[config.mk]
export PLATFORM = sky130hd
export DESIGN_NAME = skip_pc_ctrl
export DESIGN_NICKNAME = d
export VERILOG_FILES = /design/src/rtl/skip_pc_ctrl.sv
export SDC_FILE = /design/constraint.sdc
export NUM_CORES = 1
export LEC_CHECK = 0
export CAP_MARGIN = 0
export CORE_ASPECT_RATIO = 0.8
export CORE_MARGIN = 1
export CORE_UTILIZATION = 48
export DETAILED_ROUTE_END_ITERATION = 10
export GPL_TIMING_DRIVEN = 0
export MAX_ROUTING_LAYER = met4
export PLACE_DENSITY = 0.79
export RECOVER_POWER = 25
export SKIP_CTS_REPAIR_TIMING = 1
export SLEW_MARGIN = 20
export SYNTH_ARGS = -nofsm -noshare
export SYNTH_HDL_FRONTEND = slang
export SYNTH_SLANG_ARGS = --single-unit
export TNS_END_PERCENT = 5
[constraint.sdc]
create_clock -name clk -period 1.65 [get_ports clk]
set_input_delay 0.165 -clock clk [delete_from_list [all_inputs] [get_ports clk]]
set_output_delay 0.165 -clock clk [all_outputs]
set_load 0.01 [all_outputs]
[src/rtl/skip_pc_ctrl.sv]
// PC and instruction-valid controller for the 3-stage ez8 pipeline: skip annul, jump/call/ret redirect, stall hold.
// Optional hardware return stack enabled by defining CALL_STACK_EN.
module skip_pc_ctrl #(
    parameter int unsigned PC_WIDTH    = 12,
    parameter int unsigned STACK_DEPTH = 4
) (
    input  logic                clk,
    input  logic                rst_n,
    input  logic                stall,
    input  logic                ex_is_skip,
    input  logic                skip,
    input  logic                ex_jump,
    input  logic                ex_call,
    input  logic                ex_ret,
    input  logic [PC_WIDTH-1:0] ex_target,
    output logic [PC_WIDTH-1:0] pc,
    output logic                dec_valid,
    output logic                ex_valid,
    output logic [PC_WIDTH-1:0] ex_pc,
    output logic                stack_ovf
);

    logic [PC_WIDTH-1:0] pc_q, pc_d;
    logic [PC_WIDTH-1:0] dec_pc_q, dec_pc_d;
    logic [PC_WIDTH-1:0] ex_pc_q, ex_pc_d;
    logic                dec_valid_q, dec_valid_d;
    logic                ex_valid_q, ex_valid_d;

    logic                is_call_c;
    logic                is_ret_c;
    logic                redirect_c;
    logic                annul_c;
    logic [PC_WIDTH-1:0] ret_addr_c;

    // Call and ret together decode as ret
    always_comb begin
        is_ret_c  = ex_ret;
        is_call_c = ex_call & ~ex_ret;
        annul_c   = ex_valid_q & ex_is_skip & skip;
`ifdef CALL_STACK_EN
        redirect_c = ex_valid_q & (ex_jump | is_call_c | is_ret_c);
`else
        // Without a stack, ret is a nop and call is a plain jump
        redirect_c = ex_valid_q & (ex_jump | is_call_c);
`endif
    end

`ifdef CALL_STACK_EN
    localparam int unsigned SP_W  = (STACK_DEPTH > 1) ? $clog2(STACK_DEPTH) : 1;
    localparam int unsigned CNT_W = SP_W + 1;
    localparam logic [CNT_W-1:0] CNT_FULL = CNT_W'(STACK_DEPTH);

    logic [PC_WIDTH-1:0] stack_q [STACK_DEPTH];
    logic [SP_W-1:0]     sp_q, sp_d;
    logic [CNT_W-1:0]    cnt_q, cnt_d;
    logic                ovf_q, ovf_d;
    logic                push_c;
    logic                pop_c;
    logic [SP_W-1:0]     pop_idx_c;

    // Circular LIFO: pointer wraps, occupancy count detects over/underflow
    always_comb begin
        push_c     = ~stall & ex_valid_q & is_call_c;
        pop_c      = ~stall & ex_valid_q & is_ret_c;
        pop_idx_c  = sp_q - SP_W'(1);
        ret_addr_c = stack_q[pop_idx_c];
        sp_d       = sp_q;
        cnt_d      = cnt_q;
        ovf_d      = ovf_q;
        if (push_c) begin
            sp_d = sp_q + SP_W'(1);
            if (cnt_q == CNT_FULL) begin
                ovf_d = 1'b1;
            end else begin
                cnt_d = cnt_q + CNT_W'(1);
            end
        end else if (pop_c) begin
            sp_d = pop_idx_c;
            if (cnt_q == '0) begin
                ovf_d = 1'b1;
            end else begin
                cnt_d = cnt_q - CNT_W'(1);
            end
        end
    end

    always_ff @(posedge clk or negedge rst_n) begin
        if (!rst_n) begin
            sp_q  <= '0;
            cnt_q <= '0;
            ovf_q <= 1'b0;
            for (int unsigned i = 0; i < STACK_DEPTH; i++) begin
                stack_q[i] <= '0;
            end
        end else begin
            sp_q  <= sp_d;
            cnt_q <= cnt_d;
            ovf_q <= ovf_d;
            if (push_c) begin
                stack_q[sp_q] <= ex_pc_q + PC_WIDTH'(1);
            end
        end
    end

    assign stack_ovf = ovf_q;
`else
    assign ret_addr_c = '0;
    assign stack_ovf  = 1'b0;
`endif

    // Pipeline advance: redirect beats annul beats normal; stall holds everything
    always_comb begin
        pc_d        = pc_q;
        dec_pc_d    = dec_pc_q;
        ex_pc_d     = ex_pc_q;
        dec_valid_d = dec_valid_q;
        ex_valid_d  = ex_valid_q;
        if (!stall) begin
            pc_d        = pc_q + PC_WIDTH'(1);
            dec_pc_d    = pc_q;
            dec_valid_d = 1'b1;
            ex_pc_d     = dec_pc_q;
            ex_valid_d  = dec_valid_q;
            if (redirect_c) begin
                pc_d        = is_ret_c ? ret_addr_c : ex_target;
                dec_valid_d = 1'b0;
                ex_valid_d  = 1'b0;
            end else if (annul_c) begin
                ex_valid_d = 1'b0;
            end
        end
    end

    always_ff @(posedge clk or negedge rst_n) begin
        if (!rst_n) begin
            pc_q        <= '0;
            dec_pc_q    <= '0;
            ex_pc_q     <= '0;
            dec_valid_q <= 1'b0;
            ex_valid_q  <= 1'b0;
        end else begin
            pc_q        <= pc_d;
            dec_pc_q    <= dec_pc_d;
            ex_pc_q     <= ex_pc_d;
            dec_valid_q <= dec_valid_d;
            ex_valid_q  <= ex_valid_d;
        end
    end

    assign pc        = pc_q;
    assign dec_valid = dec_valid_q;
    assign ex_valid  = ex_valid_q;
    assign ex_pc     = ex_pc_q;

endmodule

### Word level (Yosys, flattened, before mapping)

Cells that the tools add are included.

* bits in registers: 38
* logic and storage cells: 17
* bits of input ports: 20
* output and inout port bits: 27

* bitwise operators: 6
* muxes and demuxes: 5
* $add $sub $neg: 1

Operators by type and width (count)
* $mux W12: 2
* $add A12 B1 Y12 const B: 1
* $and A1 B1 Y1: 4
* $mux W1: 3
* $not A1 Y1: 1
* $or A1 B1 Y1: 1

### Logic depth before layout (Yosys ltp)

* depth after elaboration: 5
* gate-level depth with buffers: 5
* gate-level depth less buffers: 5

### Worst setup path after synthesis

Ideal clock, no wire load.

* path kind: register -> register
* start: register pc_q[0] (netlist: pc[0])
* end: register pc_q[10] (netlist: pc[10])
* required time: 1.546 ns
* buffers on the path: 0
* period minus slack after synthesis: 1.592 ns
* library setup time: 0.104 ns
* path slack: 0.058 ns
* stages on the path, launching flop included: 6
* arrival: 1.488 ns
* path through: dfrtp_1 ha_1 and3_4 nand2_2 or3_1 o311ai_1

* cells in the longest elaborated chain, start to end: 2

RTL lines
* start: declaration: line 23 `logic [PC_WIDTH-1:0] pc_q, pc_d;`
* start signal: assignment: line 142 `pc_q <= pc_d;`
* $add A12 B1 Y12: line 119 `pc_d = pc_q + PC_WIDTH'(1);`
* $mux W12: line 124 `if (redirect_c) begin`

No other way between the ends.
A chain may end at the register's enable or synchronous reset.

### Worst setup path in the final report

* start: input stall
* end: register ex_pc_q[7] (netlist: ex_pc[7])

RTL lines
* start: declaration: line 9 `input logic stall,`
* end signal: assignment: line 144 `ex_pc_q <= ex_pc_d;`
* end: declaration: line 25 `logic [PC_WIDTH-1:0] ex_pc_q, ex_pc_d;`

No word-level cell between the ends.

==> results.ini <==
[route]
route.met2.wl_um = 1844
vias_per_cell = 5.758
maxUsedRoutingLayer = met4
wirelength_met1_um = 1694
drt_iter0_markers = 52
drtPass1Iterations = 4
wirelength_um = 3924
wl_per_cell_um = 16.35
wl_met3_um = 339
ant_nets = 0
drc = 0
vias = 1382

[placed_design]
dp_hpwl_um = 2913
dp_cells = 232
gp_congestion = 0.8779
port_buffers = 45

[sta]
rsz0062_at_grt = true
finalCriticalPeriod_ps = 1670
relSlewSlack_pct = 36.05
drv_slew = 0
hold_viol = 0
fin_worst_skew_ps = 7.044
setup_viol = 11
timing.fmax_mhz = 598.7
worst_pin_slew_ps = 959.3
final.setup.worst_slack_ps = -20.21
hold_slack_ps = 468.0
fin_crit_sh_pct = 101.2

[status]
status = finished with violations
violations = setup timing

[floorplan]
die_x_um = 69.76
io_pins = 47
die_area_mm2 = 0.003921
core-area_mm2 = 0.003471
die_h_um = 56.21
start_util_pct = 50.79
rows = 19

[cts]
cts_num_sinks = 38
cts-root-buf = clkbuf_8
path_clk_slew_ps = 70
clockBufferDepth = 2
cts_tree = done
clk_latency_ps = 290
htreeDepth = 2
numCtsBuffers = 5

[logic_synthesis]
synth_top_area_share_pct = 53.94
syn_area_per_cell_um2 = 12.24
netlist_top_cells_area = dfrtp_1, mux2_2, nand3_1
synth_edf_count = 0
synth_cell_type_count = 47
synth-main-ff-cell = dfrtp_1
syn-cell-area_mm2 = 0.001763
synthArstFlopShare_pct = 100.0
synthCells = 144
synth_warnings = 0
syn-num-nets = 165
ys_seq_area_share_pct = 53.94
ys_seq_elements = 38
post-synth-top-area-cell = dfrtp_1

[global_routing]
grt_pass1_wl_um = 6713
gr-total-overflow = 0
grt_pass1_vias = 1389
grt_usage_pct = 23.13
antenna_found_initial = 0
grt_max_degree = 21

[power]
power_density_mw_per_mm2 = 1540
p_leak_nw = 0.9910
max-vdd-ir-drop_uv = 852.3
finalPower_mw = 3.688

[setup_path]
reg2reg_from = pc[0]
cp_top_family = buffers and inverters
arrival_ps = 1850
worstPathRequired_ps = 1830
critical_path_class = input pin to flop
slowest_stage = clkdlybuf4s50_1
critPathMaxFanout = 10
crit_path_cell_trace = clkdlybuf4s50_1, clkbuf_1, buf_2, mux2_2
worst-path-buf-inv = 3
endpoint_kind = flop
crit_start = stall
max_stage_delay_ps = 590
start_kind = input pin

[layout]
layout-drive-gt1-share_pct = 23.23
layout.nets = 219
fin_util_pct = 69.00
n_fill_cell = 248
multiInputGateArea_um2 = 754.5
syn2layout_area_growth_pct = 35.84
n_antenna_cell = 0
final_cells = 240
seqCellArea_um2 = 953.4

[worst_hold_path]
hp-class = input pin to flop
min_from = ex_ret

[run]
max_cap_violations = 0

[cell usage after synthesis (2+ instances only)]
cell type,count
a21o_1,3
a21oi_1,3
a221o_1,3
buf_2,4
clkbuf_1,2
dfrtp_1,38
inv_1,3
mux2_2,22
nand2_1,7
nand3_1,8
nor2_1,3
nor2b_1,2
nor3b_1,2
nor4_1,4
o21a_1,4
o21ai_0,4
o32a_1,2
[power by group]
part	total [mW]	internal (mW)	switching (mW)	leakage [nW]
clock network	0.793	0.483	0.310	0.0573
registers	1.62	1.30	0.318	0.463
logic	1.28	0.797	0.481	0.471
total	3.69	2.58	1.11	0.991
[cells in the final DEF, fill, tap and decap left out, types with 2 or more instances in the layout]
cell type,count
clkdlybuf4s50_1,43
dfrtp_1,36
nand3_1,8
o21a_1,4
nor3b_1,2
clkbuf_1,3
o311ai_1,2
nor4_1,4
a21o_1,3
nand2_1,7
nor2_1,3
inv_1,3
nor2b_1,2
dfrtp_2,2
a221o_1,3
o21ai_0,4
a21oi_1,3
mux2_2,22
o32a_1,2
clkbuf_8,6
buf_2,4
[worst min-delay path, cell delays in order]
cell and delay (ps):
dlymetal6s2s_1 270, nor2b_1 90, nor3_1 130, a311oi_1 70
[cell families (layout without fill, tap and decap cells)]
family,count (synthesis),in the layout,synth area share (%)
flops,38,38,53.94
simple gates,39,39,13.84
buf+inv,11,65,3.265
fa+ha+maj,1,1,0.7096
other cells,1,1,0.2127
compound gates,31,31,13.42
mux,23,23,14.62
[routing by layer]
| metal | GRT usage [%] | vias to the layer above |
|---|---|---|
| li1 | - | 656 |
| met2 | 35.51 | 63 |
| met3 | 7.609 | 9 |
| met1 | 29.75 | 654 |
| met4 | 6.286 | 0 |
| met5 | - | - |
[registers in the layout (all words and copies together) (netlist names)]
register   cells
ex_pc         12
ex_valid       1
pc            12
dec_pc_q      12
dec_valid      1
[layout make-up]
type,instances,area share [%]
plain buffers,8,1.933
multi-input cells,95,31.50
repair buffers,47,19.38
well taps,42,2.194
clock buffers,6,3.448
clock inverters,1,1.254
inverters,3,0.4702
flip-flops and latches,38,39.81
[metrics by stage]
step | area (µm²) | setup slack (ps) | setup TNS, ps
after floorplan | 1763 | 58.14 | 0
after global placement | 2266 | -392.8 | -20550
after detailed placement | 2288 | -313.0 | -6504
after CTS | 2401 | -59.57 | -65.76
after global routing | 2395 | -89.55 | -2142
final | 2395 | -20.21 | -126.9
[worst paths after layout]
kind                       cells after the start     endpoint  slack, ps
setup / recovery                               4     ex_pc[7]        -20
hold / removal                                 4        pc[0]        470
setup reg to reg                               5       pc[10]          0
hold reg to reg                                2  dec_pc_q[4]        480
max in group asynchronous                      3        pc[1]        180
min in group asynchronous                      2     ex_pc[8]        540
Note: power is estimated with default switching activity, not from simulation.
